[src/rtl/pulse_train_driver.sv]
// Initiator sequencer for the S/X/g handshake: one S strobe, len+1 X pulses, then a bounded wait for g.
// Define PULSE_GAP_EN to insert a gap cycle (X=0) between consecutive X pulses.
module pulse_train_driver #(
  parameter int CNT_W = 4,
  parameter int TMO   = 8
) (
  input  logic             clk,
  input  logic             clear,
  input  logic             go,
  input  logic [CNT_W-1:0] len,
  input  logic             g,
  output logic             S,
  output logic             X,
  output logic             busy,
  output logic             done,
  output logic             pass,
  output logic             tmo
);

  localparam int TMR_W = 8;

  typedef enum logic [2:0] {
    IDLE  = 3'd0,
    START = 3'd1,
    DRIVE = 3'd2,
    WAIT  = 3'd3,
    DONE  = 3'd4
  } state_t;

  state_t           state_reg, state_next;
  logic [CNT_W-1:0] rem_reg, rem_next;
  logic [TMR_W-1:0] timer_reg, timer_next;
  logic             early_reg, early_next;
  logic             gap_reg, gap_next;
  logic             pass_next, tmo_next;

  always_comb begin
    state_next = state_reg;
    rem_next   = rem_reg;
    timer_next = timer_reg;
    early_next = early_reg;
    gap_next   = gap_reg;
    pass_next  = pass;
    tmo_next   = tmo;
    case (state_reg)
      IDLE: begin
        if (go) begin
          state_next = START;
          rem_next   = len;
          pass_next  = 1'b0;
          tmo_next   = 1'b0;
          early_next = 1'b0;
          gap_next   = 1'b0;
        end
      end
      START: state_next = DRIVE;
      DRIVE: begin
        if (g) early_next = 1'b1;
`ifdef PULSE_GAP_EN
        if (gap_reg) begin
          gap_next = 1'b0;
        end else if (rem_reg == '0) begin
          state_next = WAIT;
          timer_next = TMR_W'(TMO - 1);
        end else begin
          rem_next = rem_reg - 1'b1;
          gap_next = 1'b1;
        end
`else
        if (rem_reg == '0) begin
          state_next = WAIT;
          timer_next = TMR_W'(TMO - 1);
        end else begin
          rem_next = rem_reg - 1'b1;
        end
`endif
      end
      WAIT: begin
        // g takes priority over an expiring timer
        if (g) begin
          state_next = DONE;
          pass_next  = ~early_reg;
          tmo_next   = 1'b0;
        end else if (timer_reg == '0) begin
          state_next = DONE;
          pass_next  = 1'b0;
          tmo_next   = 1'b1;
        end else begin
          timer_next = timer_reg - 1'b1;
        end
      end
      DONE:    state_next = IDLE;
      default: state_next = IDLE;
    endcase
  end

  // Outputs are registered from the next-state view so they align with the state they describe
  always_ff @(posedge clk or negedge clear) begin
    if (!clear) begin
      state_reg <= IDLE;
      rem_reg   <= '0;
      timer_reg <= '0;
      early_reg <= 1'b0;
      gap_reg   <= 1'b0;
      S         <= 1'b0;
      X         <= 1'b0;
      busy      <= 1'b0;
      done      <= 1'b0;
      pass      <= 1'b0;
      tmo       <= 1'b0;
    end else begin
      state_reg <= state_next;
      rem_reg   <= rem_next;
      timer_reg <= timer_next;
      early_reg <= early_next;
      gap_reg   <= gap_next;
      S         <= (state_next == START);
      X         <= (state_next == DRIVE) && !gap_next;
      busy      <= (state_next != IDLE);
      done      <= (state_next == DONE);
      pass      <= pass_next;
      tmo       <= tmo_next;
    end
  end

endmodule

[config.mk]
export PLATFORM = sky130hd
export DESIGN_NAME = pulse_train_driver
export DESIGN_NICKNAME = d
export VERILOG_FILES = /design/src/rtl/pulse_train_driver.sv
export SDC_FILE = /design/constraint.sdc
export NUM_CORES = 1
export LEC_CHECK = 0
export ABC_AREA = 1
export ABC_CLOCK_PERIOD_IN_PS = 2130
export BUFFER_PORTS_ARGS = -buffer_cell sky130_fd_sc_hd__buf_4
export CAP_MARGIN = 20
export CORE_UTILIZATION = 53
export CTS_CLUSTER_DIAMETER = 200
export CTS_CLUSTER_SIZE = 30
export DETAILED_ROUTE_END_ITERATION = 12
export PLACE_DENSITY_LB_ADDON = 0.12
export SYNTH_ARGS = -nofsm -noshare
export SYNTH_HDL_FRONTEND = slang
export SYNTH_SLANG_ARGS = --single-unit
[constraint.sdc]
create_clock -name clk -period 2.13 [get_ports clk]
set_input_delay 0.1065 -clock clk [delete_from_list [all_inputs] [get_ports clk]]
set_output_delay 0.1065 -clock clk [all_outputs]
set_load 0.05 [all_outputs]
==> summary.txt, run 1 <==
Worst setup path
  • Kind of end point of the critical path: register
  • Top fanout value on the critical path: 13
  • Worst-path cell with the longest stage delay: sky130_fd_sc_hd__dfrtp_1
  • Startpoint types: register
  • CP Data Arrival Time: 1.91 ns
  • Max incr delay on CP: 0.39 ns
  • Cell-by-cell listing of the critical path: inv_1 -> ha_1 -> nand2_1 -> nor2_1 -> nand2_2 -> nand2_4 -> nand2_1 -> nand2_1 -> o21ai_0
  • Reg2Reg Setup Slack: 0.42 ns
  • Reg2reg start: timer_reg[0]$_DFFE_PN0P_
  • Number of cells traversed by the worst register-to-register path: 9
  • FF-to-FF End: pass$_DFFE_PN0P_
  • Worst endpoint required time: 2.33 ns
  • Worst path most repeated cell: sky130_fd_sc_hd__nand2_1
  • Start-to-end type of the worst setup path: reg2reg

Clocking
  • Total CTS buffers: 3
  • TritonCTS clock tree: done
  • Quantity of gates resized following cts: 0
  • Worst-case clock buffer depth: 2
  • Clock edge transition at the registers on the reported setup and hold paths: 0.12 ns
  • Root buf cell: sky130_fd_sc_hd__clkbuf_4
  • Clock network latency to the later pin of the worst-skew pair: 0.31 ns
  • TritonCTS sink count: 23
  • Number of H-tree branching levels: 1

Yosys
  • Number of synthesis warnings: 0
  • Leading area contributor after synthesis: sky130_fd_sc_hd__dfrtp_1
  • Synthesized netlist net count: 176
  • Count of flip-flops with a built-in enable after synthesis: 0
  • Top post-synthesis cells by area: sky130_fd_sc_hd__dfrtp_1 (44%), sky130_fd_sc_hd__nand2_1 (12%), sky130_fd_sc_hd__nor2_1 (6.6%)
  • Leading cell types by count after synthesis: sky130_fd_sc_hd__nand2_1 (42), sky130_fd_sc_hd__dfrtp_1 (23), sky130_fd_sc_hd__nor2_1 (23), sky130_fd_sc_hd__inv_1 (22), sky130_fd_sc_hd__nand3_1 (14)
  • Synthesized instance count: 166
  • Average cell area after synthesis: 7.90 µm²
  • Dominant register cell in the synthesized netlist: sky130_fd_sc_hd__dfrtp_1
  • Sequential share of the synthesized area: 43.9%
  • Post-synth ARST share: 100%
  • Post-synthesis instance area: 1310 µm²
  • Synth unique cells: 24
  • Most numerous cell in the Yosys netlist: sky130_fd_sc_hd__nand2_1
  • Share of Yosys cell area claimed by the top area cell type: 43.9%
  • Post-synthesis sequential element count: 23

Route
  • Max Used Layer: met4
  • Total via count in the routed design: 1,075
  • Routed length on met2: 1.17 mm
  • Number of iterations in the first detailed-routing pass: 4
  • Sum of routed wire length over all layers: 2.35 mm
  • Detailed-route wire length on metal 1: 1.06 mm
  • Post-detailed-route count of antenna-violating nets: 0
  • Iteration-0 DRC Markers: 26
  • Vias per Instance: 5.09
  • Detailed-route wire length per cell: 11.1 µm
  • DRC errors left: 0
  • Met3 wire length: 83 µm

Timing
  • Worst hold-check slack: 0.104 ns
  • Count of endpoints failing hold in the final timing report: 0
  • Number of max-slew violations in the final report: 0
  • Fmax: 586 MHz
  • Worst path setup slack after routing: 0.424 ns
  • Final worst-path cycle share: 80.1%
  • Final Setup Violations: 0
  • Worst-case headroom to the max-slew limit: 80.7%
  • Unrepaired setup endpoints after global routing: no
  • Actual transition at the worst max-transition pin: 0.289 ns
  • Worst Clk Skew: 0.00904 ns
  • Clock period minus final worst setup slack: 1.71 ns
  • Total Neg Setup Slack: 0 ns

Worst hold path
  • Count of cells along the worst hold path: 4
  • Endpoint with the worst hold slack: rem_reg[3]$_DFFE_PN0P_
  • Startpoint of the most critical hold path: len[3]
  • Hold Path Class: in2reg

Finish
  • Summed area of non-filler cells in the final layout: 1470 µm²
  • Number of fill cells in the layout: 198
  • Number of flip-flops in the largest register: 8
  • Layout net count: 194
  • Proportion of layout cells with a drive suffix above 1: 19.7%
  • Layout-stage area growth over the synthesis result: 12.1%
  • Antenna diode count: 0

Power
  • Maximum vdd drop: 0.000890 V
  • Leak Pwr: 0.805 nW
  • PD cells: 1240 nW/µm²

Die
  • Placeable Area: 2280 µm²
  • Overall die area: 2680 µm²
  • Initial core utilization: 57.6%
  • Die Span X: 51.7 µm
  • Io pins: 14
  • Rows: 17
  • Vert. Die Dim: 51.7 µm

Flow run
  • Max Cap Viol: 0

Global route
  • Largest net degree at the start of global routing: 24
  • Overall routing resource usage: 22.3%
  • Vias in the first global route: 1,019
  • Antenna violations before repair: 0
  • Global-route wire length before repair: 4.35 mm
  • Final global-route overflow total: 0

Status
  • Result of the run: finished, final reports clean

Place
  • Pre-CTS setup slack: 0.438 ns
  • Area after DPL: 1430 µm²
  • RePlAce Congestion: 0.767
  • IO Port Bufs: 13
  • Post-detailed-placement half-perimeter wirelength: 1.76 mm
[per-stage QoR]
step           util [%]  std cells  total power, mW
2_1_floorplan         -        166             1.42
3_3_place_gp       62.9        206             1.61
3_5_place_dp       62.9        206             1.64
4_1_cts            64.6        211             1.85
5_1_grt            64.6        211             2.02
6_report           64.6        211             1.83
[what timing repair did]
item | CTS | global route
hold buffers | 1 | 0
endpoints found under the hold margin | 23 | 0
setup buffers | 0 | 0
[cells in the final DEF (no fill, tap or decap), types with 3 or more instances in the layout]
| cell type | n |
|---|---|
| sky130_fd_sc_hd__buf_4 | 13 |
| sky130_fd_sc_hd__clkbuf_4 | 3 |
| sky130_fd_sc_hd__dfrtp_1 | 23 |
| sky130_fd_sc_hd__inv_1 | 22 |
| sky130_fd_sc_hd__nand2_1 | 42 |
| sky130_fd_sc_hd__nand2_2 | 4 |
| sky130_fd_sc_hd__nand2_4 | 3 |
| sky130_fd_sc_hd__nand3_1 | 14 |
| sky130_fd_sc_hd__nand4_1 | 5 |
| sky130_fd_sc_hd__nor2_1 | 23 |
| sky130_fd_sc_hd__nor2_2 | 3 |
| sky130_fd_sc_hd__o21ai_0 | 7 |
[final cells by class]
type                            count  area, µm²  area share, %
Timing Repair Buffer               14        108           7.32
Clock buffer                        3       22.5           1.53
Tap cell                           28       35.0           2.38
Clock inverter                      1       5.00          0.340
Sequential cell                    23        576           39.1
Multi-Input combinational cell    118        632           43.0
Inverter                           24       92.6           6.30
[layer usage]
layer  up-vias  global-route usage [%]
met5         -                       0
met4         0                    6.76
met3         4                    5.56
met2        20                    38.3
met1       497                    27.3
li1        554                       -
[critical path, delay by kind of cell (launching register included)]
kind | cells | cell delay (ns)
AOI/OAI and AO/OA | 1 | 0.07
adders and majority gates | 1 | 0.28
buffers and inverters | 1 | 0.14
DFF | 1 | 0.39
and+or+nand+nor | 6 | 0.72
[cell families (layout without fill, tap and decap cells)]
kind of cell             Yosys count  after routing  share of synthesized area, %
AO/OA/AOI/OAI                     10             10                          4.01
XOR/XNOR                           2              2                          1.34
adder cells (fa/ha/maj)            2              2                          1.91
buffers and inverters             25             42                          7.92
flip-flops                        23             23                          43.9
AND/OR/NAND/NOR                  104            104                          40.9
[power by group]
group | total [mW] | internal, mW | leakage [nW] | switching, mW
Sequential | 0.677 | 0.576 | 0.290 | 0.101
Clock | 0.194 | 0.0701 | 0.0177 | 0.124
Combinational | 0.957 | 0.302 | 0.498 | 0.654
Total | 1.83 | 0.948 | 0.805 | 0.880
[worst max-delay path by stage]
stage	start	endpoint	slack, ns	cells past startpoint
6_report	timer_reg[0]$_DFFE_PN0P_	pass$_DFFE_PN0P_	0.42	9
5_1_grt	timer_reg[0]$_DFFE_PN0P_	timer_reg[1]$_DFFE_PN0P_	0.26	9
4_1_cts	timer_reg[0]$_DFFE_PN0P_	pass$_DFFE_PN0P_	0.43	9
3_5_place_dp	timer_reg[0]$_DFFE_PN0P_	pass$_DFFE_PN0P_	0.44	9
3_3_place_gp	timer_reg[0]$_DFFE_PN0P_	X$_DFF_PN0_	0.53	9
2_1_floorplan	timer_reg[0]$_DFFE_PN0P_	X$_DFF_PN0_	0.65	9
No activity file was read; power rests on OpenSTA's default activity.
==> run 2: changes to the inputs <==
--- a/config.mk
+++ b/config.mk
@@ -6,7 +6,7 @@
 export NUM_CORES = 1
 export LEC_CHECK = 0
 export ABC_AREA = 1
-export ABC_CLOCK_PERIOD_IN_PS = 2130
+export ABC_CLOCK_PERIOD_IN_PS = 1590
 export BUFFER_PORTS_ARGS = -buffer_cell sky130_fd_sc_hd__buf_4
 export CAP_MARGIN = 20
 export CORE_UTILIZATION = 53
==> constraint.sdc (replaced) <==
create_clock -name clk -period 1.59 [get_ports clk]
set_input_delay 0.0795 -clock clk [delete_from_list [all_inputs] [get_ports clk]]
set_output_delay 0.0795 -clock clk [all_outputs]
set_load 0.05 [all_outputs]
==> run 2 against run 1 <==
- critical path depth unchanged
- routed wire length is 4.9% higher
- critical path type unchanged
- global-route usage shrank 0.44 points
- die area unchanged
- first-iteration DRC count up 88%
- clock-buffer cell count stayed put
- maximum frequency increased by 18%
- register-to-register slack lost 0.28 ns
- sequential cell count stayed put
- sequential share of layout area shrank 1.3 points
- core utilization rose by 2.3 points
- setup slack got worse by 0.28 ns
==> summary.txt, run 2 (synthesized netlist as in run 1, its figures left out) <==
Status
  • Result of the run: finished, final reports clean

Flow run
  • Max Cap Viol: 0 (unchanged)

Worst setup path
  • Kind of end point of the critical path: register
  • Setup crit start: timer_reg[0]$_DFFE_PN0P_
  • FF-to-FF End: state_reg[1]$_DFF_PN0_
  • Cell-by-cell listing of the critical path: inv_1 -> ha_1 -> nand2_1 -> nor2_2 -> nand2_2 -> nand2_8 -> nand2_1 -> nor2_1 -> inv_1
  • Startpoint types: register
  • Max incr delay on CP: 0.40 ns (about the same)
  • Setup crit end: state_reg[1]$_DFF_PN0_
  • CP Data Arrival Time: 1.67 ns (-0.24 ns)
  • Start-to-end type of the worst setup path: reg2reg
  • Reg2reg start: timer_reg[0]$_DFFE_PN0P_
  • Reg2Reg Setup Slack: 0.14 ns (-0.28 ns)
  • Worst-path cell with the longest stage delay: sky130_fd_sc_hd__dfrtp_1
  • Top fanout value on the critical path: 13 (unchanged)
  • Worst endpoint required time: 1.81 ns (-0.52 ns)
  • Number of cells traversed by the worst register-to-register path: 9 (unchanged)

Worst hold path
  • Hold Path Class: in2reg

Finish
  • Proportion of layout cells with a drive suffix above 1: 23.4% (+3.7 points)
  • Most frequent cells in the layout: sky130_fd_sc_hd__nand2_1 (41), sky130_fd_sc_hd__dfrtp_1 (23), sky130_fd_sc_hd__nor2_1 (22), sky130_fd_sc_hd__inv_1 (21), sky130_fd_sc_hd__buf_4 (18)
  • Layout-stage area growth over the synthesis result: 16.0%
  • Antenna diode count: 0 (unchanged)
  • Cell Count, Final, Fillers Out: 216 (+2.4%)
  • Layout net count: 199 (+2.6%)
  • Most common library cell in the layout ignoring fill and taps: sky130_fd_sc_hd__nand2_1
  • Final core utilization: 66.8% (+2.3 points)
  • Sequential Area: 576 µm² (unchanged)
  • Number of fill cells in the layout: 192 (-3.0%)
  • Number of flip-flops in the largest register: 8 (unchanged)
  • Area occupied by multi-input gates: 646 µm² (+2.2%)

Power
  • Total chip power: 2.50 mW (+37%)
  • PD cells: 1640 nW/µm² (+32%)
  • Leak Pwr: 0.829 nW (+3.0%)
  • Maximum vdd drop: 0.00118 V (+33%)

Timing
  • Final worst-path cycle share: 91.2% (+11 points)
  • Number of max-slew violations in the final report: 0 (unchanged)
  • Count of endpoints failing hold in the final timing report: 0 (unchanged)
  • Final Setup Violations: 0 (unchanged)
  • Worst Clk Skew: 0.00746 ns (-0.00158 ns)
  • Total Neg Setup Slack: 0 ns (unchanged)
  • Unrepaired setup endpoints after global routing: no
  • Worst path setup slack after routing: 0.140 ns (-0.284 ns)
  • Actual transition at the worst max-transition pin: 0.301 ns (+0.0128 ns)
  • Worst-case headroom to the max-slew limit: 79.9% (-0.81 points)
  • Fmax: 690 MHz (+18%)
  • Clock period minus final worst setup slack: 1.45 ns (-0.256 ns)

Global route
  • Vias in the first global route: 1,047 (+2.7%)
  • Largest net degree at the start of global routing: 24 (unchanged)
  • Overall routing resource usage: 21.8% (-0.44 points)
  • Global-route wire length before repair: 4.31 mm (-0.81%)
  • Final global-route overflow total: 0 (unchanged)
  • Antenna violations before repair: 0 (unchanged)

Die
  • Die Span X: 51.7 µm (unchanged)
  • Overall die area: 2680 µm² (unchanged)
  • Rows: 17 (unchanged)
  • Initial core utilization: 57.6% (unchanged)
  • Vert. Die Dim: 51.7 µm (unchanged)
  • Placeable Area: 2280 µm² (unchanged)
  • Io pins: 14 (unchanged)

Place
  • Total placed cells including tap cells: 208 (+0.97%)
  • Post-detailed-placement half-perimeter wirelength: 1.82 mm (+3.2%)
  • Pre-CTS setup slack: 0.0891 ns (-0.349 ns)
  • IO Port Bufs: 13 (unchanged)
  • RePlAce Congestion: 0.882 (+15%)

Clocking
  • Number of H-tree branching levels: 1 (unchanged)
  • Clock edge transition at the registers on the reported setup and hold paths: 0.14 ns (+0.02 ns)
  • TritonCTS clock tree: done
  • TritonCTS sink count: 23 (unchanged)
  • Root buf cell: sky130_fd_sc_hd__clkbuf_4
  • Total CTS buffers: 3 (unchanged)
  • Clock network latency to the later pin of the worst-skew pair: 0.31 ns (about the same)
  • Worst-case clock buffer depth: 2 (unchanged)

Route
  • DRC errors left: 0 (unchanged)
  • Number of iterations in the first detailed-routing pass: 4 (unchanged)
  • Iteration-0 DRC Markers: 49 (+88%)
  • Total via count in the routed design: 1,113 (+3.5%)
  • Vias per Instance: 5.15 (+1.1%)
  • Detailed-route wire length per cell: 11.4 µm (+2.5%)
  • Post-detailed-route count of antenna-violating nets: 0 (unchanged)
  • Sum of routed wire length over all layers: 2.46 mm (+4.9%)
==> run 2: changes by cell type in the layout (fill, tap and decap cells not counted), sizes merged <==
cell  before  now
buf       13   18
==> run 2: timing repair <==
action,in CTS,in global routing
gates resized for setup,0,4
hold buffers,1,0
setup buffers,0,3
endpoints found under the setup margin,0,11
hold endpoints to repair,23,0
==> run 2: stage by stage <==
step / hold slack (ns) / area (µm²)
4_1_cts: 0.0652 / 1490
2_1_floorplan: -0.216 / 1310
5_1_grt: 0.0742 / 1520
3_5_place_dp: -0.00984 / 1450
6_report: 0.0674 / 1520
3_3_place_gp: -0.0125 / 1450
==> run 2: final cells by class <==
cell class / instances / area share, %
Multi-Input combinational cell: 118 / 42.4
Timing Repair Buffer: 19 / 9.54
Tap cell: 28 / 2.30
Inverter: 24 / 6.09
Clock inverter: 1 / 0.329
Sequential cell: 23 / 37.8
Clock buffer: 3 / 1.48
==> run 2: how the worst min path moves through the flow <==
stage                     start                        to  slack (ns)  cells past startpoint
final                         g          pass$_DFFE_PN0P_        0.07                      3
after floorplan           clear               S$_DFF_PN0_       -0.22                      0
after detailed placement  clear  timer_reg[7]$_DFFE_PN0P_       -0.01                      1
after global routing         go               S$_DFF_PN0_        0.07                      3
after CTS                     g          pass$_DFFE_PN0P_        0.07                      3
after global placement    clear  timer_reg[2]$_DFFE_PN0P_       -0.01                      1
==> run 2: per-layer routing <==
| metal | global-route usage [%] | part of all wire [%] | routed length, µm | up-vias |
|---|---|---|---|---|
| met2 | 35.5 | 46 | 1130 | 43 |
| met4 | 8.11 | 1.9 | 46 | 0 |
| met3 | 3.51 | 5.9 | 145 | 8 |
| li1 | - | - | - | 568 |
| met5 | 0 | 0 | 0 | - |
| met1 | 29.2 | 46 | 1140 | 494 |
==> run 2: critical path: cells and delay by family, from the launching register on <==
kind                     cells  cell delay [ns]
adder cells (fa/ha/maj)      1             0.16
buffers and inverters        2             0.12
flip-flops                   1             0.40
AND/OR/NAND/NOR              6             0.68
==> run 2: power by group <==
| part | switching [mW] | total [mW] | internal [mW] |
|---|---|---|---|
| clock | 0.180 | 0.274 | 0.0938 |
| sequential | 0.134 | 0.906 | 0.772 |
| combinational | 0.889 | 1.32 | 0.429 |
| total | 1.20 | 2.50 | 1.29 |
